## config.mk

```make
export PLATFORM = sky130hd
export DESIGN_NAME = instr_encoder_flat
export DESIGN_NICKNAME = d
export VERILOG_FILES = /design/src/rtl/isa_pkg.sv /design/src/rtl/instr_encoder_if.sv /design/src/rtl/instr_fifo.sv /design/src/rtl/instr_encoder.sv /design/src/flat_wrapper.sv
export SDC_FILE = /design/constraint.sdc
export NUM_CORES = 1
export LEC_CHECK = 0
export CORE_MARGIN = 2
export CORE_UTILIZATION = 45
export DETAILED_ROUTE_END_ITERATION = 8
export HOLD_SLACK_MARGIN = 0.02
export PLACE_DENSITY = 0.66
export SYNTH_ARGS = -nofsm -noshare
export SYNTH_HDL_FRONTEND = slang
export SYNTH_SLANG_ARGS = --single-unit
```

## constraint.sdc

```tcl
create_clock -name clk -period 2.2 [get_ports clk]
set_clock_uncertainty 0.1 [all_clocks]
set_input_delay 0.22 -clock clk [delete_from_list [all_inputs] [get_ports clk]]
set_output_delay 0.22 -clock clk [all_outputs]
set_load 0.005 [all_outputs]
```

## src/rtl/isa_pkg.sv

```systemverilog
// rtl/isa_pkg.sv - shared ISA constants, op_sel enumeration, field positions and encoder helper
package isa_pkg;

  // Operation selector values; 16..31 are illegal
  typedef enum logic [4:0] {
    OP_ADD  = 5'd0,
    OP_SUB  = 5'd1,
    OP_XOR  = 5'd2,
    OP_AND  = 5'd3,
    OP_OR   = 5'd4,
    OP_SLT  = 5'd5,
    OP_SLE  = 5'd6,
    OP_ADDI = 5'd7,
    OP_SUBI = 5'd8,
    OP_XORI = 5'd9,
    OP_ANDI = 5'd10,
    OP_ORI  = 5'd11,
    OP_LW   = 5'd12,
    OP_SW   = 5'd13,
    OP_BEQ  = 5'd14,
    OP_BNE  = 5'd15
  } op_sel_e;

  // Instruction field bit positions
  localparam int OPCODE_MSB = 31;
  localparam int OPCODE_LSB = 26;
  localparam int RS_MSB     = 25;
  localparam int RS_LSB     = 21;
  localparam int RT_MSB     = 20;
  localparam int RT_LSB     = 16;
  localparam int RD_MSB     = 15;
  localparam int RD_LSB     = 11;
  localparam int SHAMT_MSB  = 10;
  localparam int SHAMT_LSB  = 6;
  localparam int FUNCT_MSB  = 5;
  localparam int FUNCT_LSB  = 0;
  localparam int IMM_MSB    = 15;
  localparam int IMM_LSB    = 0;

  // R-type opcode and funct codes
  localparam logic [5:0] OPC_RTYPE  = 6'b000000;
  localparam logic [5:0] FUNCT_ADD  = 6'b000011;
  localparam logic [5:0] FUNCT_SUB  = 6'b000010;
  localparam logic [5:0] FUNCT_XOR  = 6'b000001;
  localparam logic [5:0] FUNCT_AND  = 6'b000111;
  localparam logic [5:0] FUNCT_OR   = 6'b000100;
  localparam logic [5:0] FUNCT_SLT  = 6'b110110;
  localparam logic [5:0] FUNCT_SLE  = 6'b110111;

  // I-type opcodes
  localparam logic [5:0] OPC_ADDI   = 6'b000011;
  localparam logic [5:0] OPC_SUBI   = 6'b000010;
  localparam logic [5:0] OPC_XORI   = 6'b000001;
  localparam logic [5:0] OPC_ANDI   = 6'b001111;
  localparam logic [5:0] OPC_ORI    = 6'b001100;
  localparam logic [5:0] OPC_LW     = 6'b011110;
  localparam logic [5:0] OPC_SW     = 6'b011111;
  localparam logic [5:0] OPC_BEQ    = 6'b110000;
  localparam logic [5:0] OPC_BNE    = 6'b110001;

  localparam int FIFO_DEPTH = 4;

  typedef struct packed {
    logic        legal;
    logic [31:0] word;
  } enc_result_t;

  function automatic logic is_legal(input logic [4:0] sel);
    return (sel < 5'd16);
  endfunction

  function automatic logic is_rtype(input logic [4:0] sel);
    return (sel <= 5'd6);
  endfunction

  // Funct code for an R-type selector; zero for anything else
  function automatic logic [5:0] rtype_funct(input logic [4:0] sel);
    logic [5:0] f;
    f = 6'b000000;
    case (sel)
      OP_ADD:  f = FUNCT_ADD;
      OP_SUB:  f = FUNCT_SUB;
      OP_XOR:  f = FUNCT_XOR;
      OP_AND:  f = FUNCT_AND;
      OP_OR:   f = FUNCT_OR;
      OP_SLT:  f = FUNCT_SLT;
      OP_SLE:  f = FUNCT_SLE;
      default: f = 6'b000000;
    endcase
    return f;
  endfunction

  // Primary opcode for a selector; R-type shares OPC_RTYPE
  function automatic logic [5:0] sel_opcode(input logic [4:0] sel);
    logic [5:0] o;
    o = OPC_RTYPE;
    case (sel)
      OP_ADDI: o = OPC_ADDI;
      OP_SUBI: o = OPC_SUBI;
      OP_XORI: o = OPC_XORI;
      OP_ANDI: o = OPC_ANDI;
      OP_ORI:  o = OPC_ORI;
      OP_LW:   o = OPC_LW;
      OP_SW:   o = OPC_SW;
      OP_BEQ:  o = OPC_BEQ;
      OP_BNE:  o = OPC_BNE;
      default: o = OPC_RTYPE;
    endcase
    return o;
  endfunction

  // Build the instruction word; illegal selectors yield legal=0 and a zero word
  function automatic enc_result_t encode(
    input logic [4:0]  sel,
    input logic [4:0]  rs,
    input logic [4:0]  rt,
    input logic [4:0]  rd,
    input logic [15:0] imm
  );
    enc_result_t r;
    r.legal = is_legal(sel);
    r.word  = 32'h0;
    if (r.legal) begin
      r.word[OPCODE_MSB:OPCODE_LSB] = sel_opcode(sel);
      r.word[RS_MSB:RS_LSB]         = rs;
      r.word[RT_MSB:RT_LSB]         = rt;
      if (is_rtype(sel)) begin
        r.word[RD_MSB:RD_LSB]       = rd;
        r.word[SHAMT_MSB:SHAMT_LSB] = 5'b00000;
        r.word[FUNCT_MSB:FUNCT_LSB] = rtype_funct(sel);
      end else begin
        r.word[IMM_MSB:IMM_LSB]     = imm;
      end
    end
    return r;
  endfunction

endpackage

```

## src/rtl/instr_encoder_if.sv

```systemverilog
// rtl/instr_encoder_if.sv - request and instruction-bus signal bundle for instr_encoder
interface instr_encoder_if;
  import isa_pkg::*;

  logic        op_valid;
  logic        op_ready;
  logic [4:0]  op_sel;
  logic [4:0]  rs;
  logic [4:0]  rt;
  logic [4:0]  rd;
  logic [15:0] imm;
  logic [31:0] ibus;
  logic        ibus_valid;
  logic        ibus_ready;
  logic        illegal;
  logic [2:0]  count;

  // Requester / consumer side
  modport master (
    output op_valid, op_sel, rs, rt, rd, imm, ibus_ready,
    input  op_ready, ibus, ibus_valid, illegal, count
  );

  // Encoder side
  modport slave (
    input  op_valid, op_sel, rs, rt, rd, imm, ibus_ready,
    output op_ready, ibus, ibus_valid, illegal, count
  );
endinterface

```

## src/rtl/instr_fifo.sv

```systemverilog
// rtl/instr_fifo.sv - 4-entry 32-bit word FIFO with push, pop, flush and occupancy count
module instr_fifo
  import isa_pkg::*;
(
  input  logic        clk,
  input  logic        reset,
  input  logic        flush_i,
  input  logic        push_i,
  input  logic [31:0] data_i,
  input  logic        pop_i,
  output logic [31:0] data_o,
  output logic        valid_o,
  output logic        full_o,
  output logic [2:0]  count_o
);

  logic [31:0] mem_q [FIFO_DEPTH];
  logic [1:0]  wr_ptr_q, wr_ptr_d;
  logic [1:0]  rd_ptr_q, rd_ptr_d;
  logic [2:0]  count_q, count_d;
  logic        push_ok;
  logic        pop_ok;

  assign full_o  = (count_q == 3'(FIFO_DEPTH));
  assign valid_o = (count_q != 3'd0);
  assign count_o = count_q;
  // Read data is forced to zero when empty so stale entries never leak out
  assign data_o  = valid_o ? mem_q[rd_ptr_q] : 32'h0;

  assign push_ok = push_i && !full_o;
  assign pop_ok  = pop_i && valid_o;

  // Next pointers and count; flush drops everything including a same-cycle push
  always_comb begin
    wr_ptr_d = wr_ptr_q;
    rd_ptr_d = rd_ptr_q;
    count_d  = count_q;
    if (flush_i) begin
      wr_ptr_d = 2'd0;
      rd_ptr_d = 2'd0;
      count_d  = 3'd0;
    end else begin
      if (push_ok) wr_ptr_d = wr_ptr_q + 2'd1;
      if (pop_ok)  rd_ptr_d = rd_ptr_q + 2'd1;
      case ({push_ok, pop_ok})
        2'b10:   count_d = count_q + 3'd1;
        2'b01:   count_d = count_q - 3'd1;
        default: count_d = count_q;
      endcase
    end
  end

  // Pointer and count registers
  always_ff @(posedge clk) begin
    if (reset) begin
      wr_ptr_q <= 2'd0;
      rd_ptr_q <= 2'd0;
      count_q  <= 3'd0;
    end else begin
      wr_ptr_q <= wr_ptr_d;
      rd_ptr_q <= rd_ptr_d;
      count_q  <= count_d;
    end
  end

  // Storage write; contents need no reset because count gates visibility
  always_ff @(posedge clk) begin
    if (!reset && !flush_i && push_ok) begin
      mem_q[wr_ptr_q] <= data_i;
    end
  end

endmodule

```

## src/rtl/instr_encoder.sv

```systemverilog
// rtl/instr_encoder.sv - combinational instruction encoder feeding a 4-deep output FIFO
module instr_encoder
  import isa_pkg::*;
(
  input  logic               clk,
  input  logic               reset,
  input  logic               flush,
  instr_encoder_if.slave     bus
);

  enc_result_t enc;
  logic        accept;
  logic        push;
  logic        pop;
  logic        full;
  logic        illegal_q, illegal_d;
  logic [31:0] fifo_data;
  logic        fifo_valid;
  logic [2:0]  fifo_count;

  // Pure combinational encode of the presented request
  always_comb begin
    enc = encode(bus.op_sel, bus.rs, bus.rt, bus.rd, bus.imm);
  end

  // Illegal requests still complete the handshake but are never enqueued
  assign accept = bus.op_valid && !full;
  assign push   = accept && enc.legal;
  assign pop    = fifo_valid && bus.ibus_ready;

  // Sticky illegal flag; only reset clears it, flush leaves it alone
  always_comb begin
    illegal_d = illegal_q;
    if (accept && !enc.legal) illegal_d = 1'b1;
  end

  // Illegal flag register
  always_ff @(posedge clk) begin
    if (reset) illegal_q <= 1'b0;
    else       illegal_q <= illegal_d;
  end

  instr_fifo u_fifo (
    .clk     (clk),
    .reset   (reset),
    .flush_i (flush),
    .push_i  (push),
    .data_i  (enc.word),
    .pop_i   (pop),
    .data_o  (fifo_data),
    .valid_o (fifo_valid),
    .full_o  (full),
    .count_o (fifo_count)
  );

  assign bus.op_ready   = !full;
  assign bus.ibus       = fifo_data;
  assign bus.ibus_valid = fifo_valid;
  assign bus.count      = fifo_count;
  assign bus.illegal    = illegal_q;

endmodule

```

## src/flat_wrapper.sv

```systemverilog
// flat-port wrapper written by rule: the top's interface ports become plain ports
module instr_encoder_flat import isa_pkg::*;
  (clk, reset, flush, bus_op_valid, bus_op_sel, bus_rs, bus_rt, bus_rd, bus_imm, bus_ibus_ready, bus_op_ready, bus_ibus, bus_ibus_valid, bus_illegal, bus_count);
  instr_encoder_if bus_i ();
  input  logic clk;
  input  logic reset;
  input  logic flush;
  input wire logic [$bits(bus_i.op_valid)-1:0] bus_op_valid;
  input wire logic [$bits(bus_i.op_sel)-1:0] bus_op_sel;
  input wire logic [$bits(bus_i.rs)-1:0] bus_rs;
  input wire logic [$bits(bus_i.rt)-1:0] bus_rt;
  input wire logic [$bits(bus_i.rd)-1:0] bus_rd;
  input wire logic [$bits(bus_i.imm)-1:0] bus_imm;
  input wire logic [$bits(bus_i.ibus_ready)-1:0] bus_ibus_ready;
  output wire logic [$bits(bus_i.op_ready)-1:0] bus_op_ready;
  output wire logic [$bits(bus_i.ibus)-1:0] bus_ibus;
  output wire logic [$bits(bus_i.ibus_valid)-1:0] bus_ibus_valid;
  output wire logic [$bits(bus_i.illegal)-1:0] bus_illegal;
  output wire logic [$bits(bus_i.count)-1:0] bus_count;
  assign bus_i.op_valid = bus_op_valid;
  assign bus_i.op_sel = bus_op_sel;
  assign bus_i.rs = bus_rs;
  assign bus_i.rt = bus_rt;
  assign bus_i.rd = bus_rd;
  assign bus_i.imm = bus_imm;
  assign bus_i.ibus_ready = bus_ibus_ready;
  assign bus_op_ready = bus_i.op_ready;
  assign bus_ibus = bus_i.ibus;
  assign bus_ibus_valid = bus_i.ibus_valid;
  assign bus_illegal = bus_i.illegal;
  assign bus_count = bus_i.count;
  instr_encoder u_core (.clk(clk), .reset(reset), .flush(flush), .bus(bus_i));
endmodule
```

# Yosys cells after proc, flatten, opt, wreduce, memory -nomap -nowiden
# Memory sizes are Yosys's and may differ from the RTL's. A register that Yosys moved wholly into a read port is not among the register bits.
# Cells that the tools add are included.
[totals]
n_memories = 2
input_bits = 41
mem_bits_rw = 128
ff_bits = 8
output_inout_bits = 38
wordCells = 47
mem_bits_ro = 96
[op_classes]
n_reduce_logical = 16
add_sub_neg = 4
magnitude_cmp = 2
eq_ne = 9
muxes = 10
[memory_table]
columns = ["memory", "depth", "width", "read_ports", "rd_clocked_by_memory_dff", "write_ports", "line", "rtl"]
rows = [
  ["u_core.u_fifo.mem_q", 4, 32, 1, 1, 1, "instr_fifo.sv:17", "logic [31:0] mem_q [FIFO_DEPTH];"],
  ["(no name shown)", 16, 6, 1, 0, 0, "isa_pkg.sv:97", "case (sel)"],
]
[op_table]
columns = ["op", "n"]
rows = [
  ["$mux W32", 2],
  ["$pmux W6 S7", 1],
  ["$mux W16", 1],
  ["$eq A5 B3 Y1 const B", 3],
  ["$eq A5 B2 Y1 const B", 2],
  ["$logic_and A1 B1 Y1", 8],
  ["$mux W6", 1],
  ["$pmux W3 S2", 1],
  ["$eq A5 B1 Y1 const B", 1],
  ["$le A5 B3 Y1 const B", 1],
  ["$logic_not A5 Y1", 1],
  ["$lt A5 B5 Y1 const B", 1],
  ["$add A2 B1 Y2 const B", 2],
  ["$logic_not A1 Y1", 4],
  ["$mux W2", 2],
  ["$add A3 B1 Y3 const B", 1],
  ["$eq A3 B3 Y1 const B", 1],
  ["$reduce_bool A3 Y1", 1],
  ["$sub A3 B1 Y3 const B", 1],
  ["$eq A2 B1 Y1 const B", 1],
  ["$eq A2 B2 Y1 const B", 1],
  ["$mux W1", 2],
  ["$reduce_bool A2 Y1", 1],
  ["$reduce_or A2 Y1", 1],
]

# Longest topological paths before layout
[depth]
ltp_word = 8
mapped_depth = 10
mapped_depth_nobuf = 9

# Cells and area by module
# A second synthesis with hierarchy kept.
[unflattened]
hier_cells = 338
hier_area_um2 = 5888.1
[by_module_without_submodules]
columns = ["mod", "area_each_um2", "n_inst", "cells_each", "seq_area_each_um2"]
rows = [
  ["instr_fifo", 5343.9, 1, 258, 4023.9],
  ["instr_encoder", 544.3, 1, 80, 20.0],
]

# Worst setup path before layout
# OpenSTA, ideal clock, no wires.
[synth_timing]
path_kind = "register to register"
startpoint = "reg u_core.u_fifo.count_q[2] (netlist: u_core.u_fifo.count_o[2])"
endpoint = "reg u_core.u_fifo.count_q[2] (netlist: u_core.u_fifo.count_o[2])"
stages_incl_launch_ff = 10
path_buffers = 0
t_arrival_ns = 1.991
setup_time_ns = 0.070
setup_slack_ns = 0.039
t_required_ns = 2.030
period_less_slack_ns = 2.161
path_cell_list = "dfxtp_1 nor3b_1 nor2_1 inv_1 ha_1 inv_1 fa_1 xor2_1 or3_1 a21oi_1"
[synth_via]
elab_chain_cells = 7
elab_cells_between_ends = 14
classes_between = "add/sub: 2; eq/ne: 3; mux: 1; reduce/logical: 8"
[synth_rtl]
columns = ["item", "line", "rtl"]
rows = [
  ["from (decl)", "instr_fifo.sv:20", "logic [2:0] count_q, count_d;"],
  ["from (signal assigned)", "instr_fifo.sv:62", "count_q <= count_d;"],
  ["$eq A3 B3 Y1", "instr_fifo.sv:24", "assign full_o = (count_q == 3'(FIFO_DEPTH));"],
  ["$logic_not A1 Y1", "instr_fifo.sv:30, instr_encoder.sv:27", ""],
  ["$logic_and A1 B1 Y1", "instr_encoder.sv:27", "assign accept = bus.op_valid && !full;"],
  ["$logic_and A1 B1 Y1", "instr_encoder.sv:28", "assign push = accept && enc.legal;"],
  ["$logic_and A1 B1 Y1", "instr_fifo.sv:30", "assign push_ok = push_i && !full_o;"],
  ["$eq A2 B1 Y1 or $eq A2 B2 Y1 (tied branches)", "instr_fifo.sv:45", "case ({push_ok, pop_ok})"],
  ["$pmux W3 S2 or $reduce_bool A2 Y1 (tied branches)", "--", ""],
]
# Several ways; a longest one is shown, not always the timed one.
# A chain may end at the register's enable or synchronous reset.

==> results.tsv <==
stage	metric	value	unit
run_status	status	finished with violations	
run_status	failing checks	negative setup slack	
place	routability cong.	0.714	
cts	clock buffer depth	2	
yosys	mapped cell area	5690	um2
cts	CTS tree	yes	
critical_path	CP max stage delay	0.49	ns
grt	Overflow after GRT	0	
detailed_routing	routed vias	3320	
critical_path	Register-to-Register Path Depth	9	
floorplanning	area of the core	12500	um2
power	P_leak	2.76	nW
sta	RSZ-0062 raised after global routing	true	
detailed_routing	Initial DRC Count	149	
cts	CTS buffer count	17	
cts	H-tree depth	4	
detailed_routing	antenna-violating nets left	0	
cts	clk root buf	clkbuf_16	
sta	final number of hold-violating endpoints	0	
critical_path	crit path capture type	output port	
job	MaxCap Viol Count	0	
hold_path	Hold Path Sink	u_core.bus.illegal$_SDFFE_PP0P_	
critical_path	reg-to-reg critical path endpoint	u_core.u_fifo.count_o[2]$_SDFFE_PP0P_	
yosys	Synth top area share	65.4	%
critical_path	R2R Path Start	u_core.u_fifo.count_o[0]$_SDFFE_PP0P_	
hold_path	HP Class	in -> reg	
floorplanning	FP Rows	41	
yosys	distinct cell type count after synthesis	37	
detailed_routing	Via density	5.11	
floorplanning	Starting Density	45.6	%
sta	final worst setup slack	-0.0364	ns
critical_path	CP cell instances	buf_12 -> buf_8 -> buf_4 -> mux4_2 -> nor2b_1 -> buf_2	
place	hpwl dp	6770	um
yosys	number of synthesized register bits	134	
grt	vias in the first global route	3392	
hold_path	beginning of the worst hold path	reset	
critical_path	R2R Setup Slk	0.10	ns
detailed_routing	average routed wire per standard cell	18.0	um
layout	Final nets	520	
sta	Hold Slack	0.302	ns
layout	Area Growth Syn to Fin	34.7	%
hold_path	WHS Path Cells	2	
sta	max_slew headroom	62.3	%
critical_path	Buf/Inv on CP	4	
yosys	cell taking the most area after synthesis	edfxtp_1	
layout	layout cell share with drive strength beyond 1	32.2	%
cts	later-pin clock latency in the skew report	0.40	ns
critical_path	arrival time at the worst endpoint	1.92	ns
sta	fin. max-slew vios	0	
floorplanning	total die area	13600	um2
critical_path	delay-heaviest family, CP	multiplexers	
critical_path	WP depth	6	
yosys	sequential fraction of the synthesis area	69.0	%
floorplanning	IO Count	79	
detailed_routing	# DRC	0	
grt	gr usage total	18.5	%
sta	fmax	447	MHz
critical_path	critical path's slowest cell	mux4_2	
place	dpl ws	-0.177	ns
power	worst vdd ir	0.000404	V
sta	crit share post-route	102	%
yosys	warnings from Yosys	0	
critical_path	WS Path Type	reg -> out	
grt	initial antenna violation count	0	
cts	Clock transition at path regs	0.05	ns
place	# port buffers	78	
critical_path	CP max FO	5	
sta	# setup viols final	4	
detailed_routing	First-pass DRT Iterations	4	
sta	Worst-Margin Slew	0.563	ns
sta	Final TNS setup	-0.0880	ns
floorplanning	Die Width	116	um
layout	post-layout util	61.5	%
sta	Tmin final	2.24	ns
yosys	Area contributors post-synth	edfxtp_1 65%, mux4_2 12%, nor2b_1 4.8%, dfxtp_1 3.5%, ha_1 2.2%	
yosys	Synth Instances	337	
yosys	mean area per synthesized cell	16.9	um2
detailed_routing	WL final	11700	um
yosys	syn_nets	389	
critical_path	CP Launch Type	flop	
floorplanning	Die H	116	um
power	PwrDens	751	nW/um2
grt	global-route wire length before repair	17800	um
cts	clock sink total	134	
critical_path	CP required	1.88	ns
grt	largest net degree at the start of global routing	32	
layout	antenna cell count	0	
[cell usage after synthesis]
| master | count |
|---|---|
| nand2_1 | 10 |
| nor3_2 | 1 |
| inv_1 | 11 |
| and3_1 | 4 |
| o22ai_1 | 1 |
| nand2b_1 | 8 |
| edfxtp_1 | 124 |
| and2b_1 | 2 |
| o211ai_1 | 1 |
| a311oi_1 | 2 |
| xor2_1 | 2 |
| a22o_1 | 1 |
| o21ai_0 | 13 |
| nor3_1 | 1 |
| a211oi_4 | 1 |
| or3_1 | 2 |
| nand3b_1 | 1 |
| nor2_1 | 11 |
| a21o_1 | 2 |
| a21oi_1 | 7 |
| buf_2 | 4 |
| o31ai_1 | 1 |
| mux4_2 | 31 |
| buf_1 | 3 |
| and2_1 | 10 |
| fa_1 | 1 |
| ha_1 | 10 |
| a31oi_1 | 1 |
| nand4_1 | 1 |
| or2_0 | 1 |
| or4b_1 | 1 |
| dfxtp_1 | 10 |
| nor3b_1 | 3 |
| buf_4 | 4 |
| nor2b_1 | 44 |
| nand3_1 | 1 |
| clkbuf_1 | 6 |
[area by class of cell]
cell class	count	area, um2
fill	954	4800
sequential	134	3930
multi-input combinational	175	1730
timing repair buffer	129	1220
clock buffer	22	444
tap	172	215
clock inverter	7	82.6
inverter	11	41.3
[kinds of logic after synthesis]
logic type,synth area share [%]
XOR/XNOR,0.308
multiplexers,12.3
AO/OA/AOI/OAI,3.32
flip-flops,69.0
AND/OR/NAND/NOR,10.4
adder cells (fa/ha/maj),2.55
buffers and inverters,2.20
[where the power goes]
part           internal [mW]  total (mW)  switching [mW]
Sequential              2.81        2.81         0.00667
Combinational          0.221       0.404           0.183
Clock                   1.63        2.54           0.906
Total                   4.66        5.75            1.10
[state kept, by name, indices dropped and copies added, names as in the netlist, named ones only]
name                    flops
u_core.u_fifo.mem_q       124
u_core.u_fifo.rd_ptr_q      2
u_core.u_fifo.count_o       3
u_core.u_fifo.wr_ptr_q      2
u_core.bus.illegal          1
[worst max-delay path by stage]
stage | startpoint | endpoint | slack, ns
3_5_place_dp | bus_ibus_ready | u_core.u_fifo.count_o[2]$_SDFFE_PP0P_ | -0.18
6_report | flop | bus_ibus[12] | -0.04
3_3_place_gp | bus_ibus_ready | u_core.u_fifo.count_o[2]$_SDFFE_PP0P_ | -0.09
4_1_cts | flop | bus_ibus[27] | -0.09
2_1_floorplan | u_core.u_fifo.count_o[2]$_SDFFE_PP0P_ | u_core.u_fifo.count_o[2]$_SDFFE_PP0P_ | 0.04
5_1_grt | flop | bus_ibus[5] | -0.09
[timing repair]
item                                    4_1_cts  5_1_grt
gates resized for setup                     108       37
pin swaps                                     1        1
hold buffers                                  0        0
setup buffers                                22        5
endpoints found under the setup margin       33       28
gates cloned                                  3        0
[cell usage in the layout (no fill, tap or decap), types with 5 or more instances in the layout]
cell and instances:
dfxtp_1 8, buf_12 12, buf_4 30, edfxtp_1 124
clkdlybuf4s50_1 45, buf_6 7, clkbuf_16 17, buf_2 17
inv_1 11, nor2b_1 33, and2_1 10, a21oi_1 7
nand2b_1 8, clkbuf_2 12, nand2_1 10, ha_1 10
o21ai_0 13, nor2b_4 9, nor2_1 11, clkbuf_1 5
mux4_2 31
[per-stage QoR]
step	total power, mW	cells	cell area (um2)
global route	5.94	650	7670
CTS	5.81	648	7690
detailed placement	3.23	596	6910
floorplan	3.03	337	5690
global placement	3.23	596	6910
finish	5.75	650	7670
[layer usage]
| metal | vias up | track usage, % | wire, um |
|---|---|---|---|
| met3 | 13 | 5.19 | 692 |
| met5 | - | 0 | 0 |
| met1 | 1668 | 22.8 | 4720 |
| met2 | 97 | 30.8 | 6120 |
| li1 | 1542 | - | - |
| met4 | 0 | 7.86 | 142 |
No activity file was read; power rests on OpenSTA's default activity.
==> RTL edit: new RTL, config.mk and constraints unchanged <==
Make the reset (`reset`) asynchronous in 2 clocked blocks.
--- a/src/rtl/instr_fifo.sv
+++ b/src/rtl/instr_fifo.sv
@@ -52,5 +52,5 @@
 
   // Pointer and count registers
-  always_ff @(posedge clk) begin
+  always_ff @(posedge clk or posedge reset) begin
     if (reset) begin
       wr_ptr_q <= 2'd0;
--- a/src/rtl/instr_encoder.sv
+++ b/src/rtl/instr_encoder.sv
@@ -36,5 +36,5 @@
 
   // Illegal flag register
-  always_ff @(posedge clk) begin
+  always_ff @(posedge clk or posedge reset) begin
     if (reset) illegal_q <= 1'b0;
     else       illegal_q <= illegal_d;
Check against the original RTL: differs if reset is asserted again (counterexample within 4 cycles, from zero or initial values and one cycle with reset high); with reset held inactive, the same outputs for 4 cycles.
==> RTL edit against the unedited design <==
- the run still ends with negative setup slack left
- register-to-register slack lost 0.02 ns
- routed wire length grew 1.9%
- worst setup slack lost 0.061 ns
- synthesized area shrank 0.97%
- sequential cell count shrank 2
- via count shrank 0.99%
- final area grew 3.4%
- critical path type unchanged
- worst hold slack gained 0.048 ns
Power is not compared: it rests on default switching activity, and its combinational part moved more than twofold at a synthesized area within 25%.
==> RTL edit: results (changes against the unedited design) <==
metric	value	unit	change
netlist_top_cells_count	124 x edfxtp_1, 41 x and2_1, 31 x mux4_2		was 124 x edfxtp_1, 44 x nor2b_1, 31 x mux4_2
r2r_slack	0.08	ns	was 0.10 ns
ys_top_cells_by_area	edfxtp_1 66%, mux4_2 12%, and2_1 4.6%, dfrtp_1 3.6%, ha_1 2.0%		was edfxtp_1 65%, mux4_2 12%, nor2b_1 4.8%, dfxtp_1 3.5%, ha_1 2.2%
synthArstFlopShare	6.06	%	was 0%
vias	3287		was 3320
wl	11900	um	was 11700 um
setup.worst_path.end	bus_ibus[21]		was bus_ibus[12]
finalSetupViolations	24		was 4
r2r_start	u_core.u_fifo.count_o[2]$_DFFE_PP0P_		was u_core.u_fifo.count_o[0]$_SDFFE_PP0P_
drive_above_1_share	40.6	%	was 32.2%
synth-xor-area-share	0.622	%	was 0.308%
cts_root_buf	clkbuf_16		unchanged
dpl-instance-area	0.00689	mm2	was 0.00691 mm2
grt_start_max_net_pins	34		was 32
grt_pass1_wl	18300	um	was 17800 um
failed_checks	negative setup slack		unchanged
antenna-diode-count	0		unchanged
arrival	1.98	ns	was 1.92 ns
synth_compound_area_share	2.55	%	was 3.32%
internal_power	6.85	mW	
place_ws	-0.179	ns	was -0.177 ns
power_leakage	2.91	nW	
syn-num-nets	370		was 389
fin_ws	-0.0977	ns	was -0.0364 ns
synthMuxAreaShare	13.3	%	was 12.3%
fin_nets	512		was 520
grt_pass1_vias	3404		was 3392
synth.yosys.seq_area_share	69.6	%	was 69.0%
status	finished with violations		unchanged
drtIter0Drc	189		was 149
timing.rr.end	u_core.u_fifo.count_o[2]$_DFFE_PP0P_		was u_core.u_fifo.count_o[2]$_SDFFE_PP0P_
dp_hpwl	7100	um	was 6770 um
routabilityCongestion	0.758		was 0.714
gr-usage-all-layers	19.0	%	was 18.5%
path_max_fanout	7		was 5
crit_start	u_core.u_fifo.rd_ptr_q[0]$_DFFE_PP0P_		
yosys.area_share.adder	2.35	%	was 2.55%
synthDistinctLibCells	39		was 37
largest_reg_flops	124		unchanged
reg2reg_depth	7		was 9
tightest_slew	0.864	ns	was 0.563 ns
synth_warnings	0		unchanged
min_path_type	input port to asynchronous set/reset pin		was input port to flop
==> RTL edit: layout make-up <==
| cell class | instances | area, um2 |
|---|---|---|
| Fill cell | 864 | 4190 |
| Clock inverter | 14 | 201 |
| Sequential cell | 132 | 3930 |
| Multi-Input combinational cell | 164 | 1750 |
| Timing Repair Buffer | 140 | 1390 |
| Clock buffer | 17 | 425 |
| Inverter | 6 | 22.5 |
| Tap cell | 168 | 210 |
==> RTL edit: how the worst min path moves through the flow <==
stage,start,end,slack [ns]
after floorplan,reset,u_core.bus.illegal$_DFFE_PP0P_,-0.06
after global placement,u_core.bus.illegal$_DFFE_PP0P_,u_core.bus.illegal$_DFFE_PP0P_,0.37
after detailed placement,u_core.bus.illegal$_DFFE_PP0P_,u_core.bus.illegal$_DFFE_PP0P_,0.36
after CTS,reset,u_core.bus.illegal$_DFFE_PP0P_,0.34
after global routing,reset,u_core.u_fifo.count_o[2]$_DFFE_PP0P_,0.39
final,reset,u_core.bus.illegal$_DFFE_PP0P_,0.35
==> RTL edit: logic make-up after synthesis <==
| family | Yosys count |
|---|---|
| AO/OA/AOI/OAI | 20 |
| buffers and inverters | 23 |
| multiplexers | 36 |
| flip-flops | 132 |
| adder cells (fa/ha/maj) | 10 |
| XOR/XNOR | 4 |
| AND/OR/NAND/NOR | 94 |
==> RTL edit: metrics by stage <==
stage          instances  TNS (ns)  power, mW
6_report             641    -0.857       9.19
4_1_cts              633     -2.40       9.02
5_1_grt              641     -2.83       9.59
3_3_place_gp         579     -2.45       5.51
2_1_floorplan        319    -32.04       4.12
3_5_place_dp         579     -2.09       5.54
==> RTL edit: per-layer routing <==
layer	GRT usage [%]	up-vias	part of all wire (%)
met5	0	-	0
met4	7.22	0	0.98
met3	5.33	8	5.1
met2	31.8	97	53
met1	23.9	1663	41
li1	-	1519	-
==> RTL edit: what timing repair did <==
action / CTS / global route
pin swaps: 31 / 1
resized for setup: 178 / 31
hold buffers: 0 / 0
buffers inserted: 21 / 15
gates cloned: 2 / 0
endpoints found under the setup margin: 33 / 35
==> RTL edit: critical path: stages (launching register included) <==
cell	delay, ns
dfrtp_2	0.41
buf_6	0.13
buf_12	0.12
buf_16	0.14
buf_8	0.12
mux4_2	0.41
and2_4	0.15
buf_6	0.10
==> RTL edit: power by group through the flow <==
| stage | Clock (mW) | Sequential [mW] | Combinational (mW) |
|---|---|---|---|
| final | 2.96 | 2.88 | 3.34 |
| after global routing | 3.11 | 2.89 | 3.59 |
| after CTS | 2.99 | 2.89 | 3.14 |
| after detailed placement | 0 | 2.95 | 2.59 |
| after global placement | 0 | 2.94 | 2.57 |
| after floorplan | 0 | 2.93 | 1.19 |
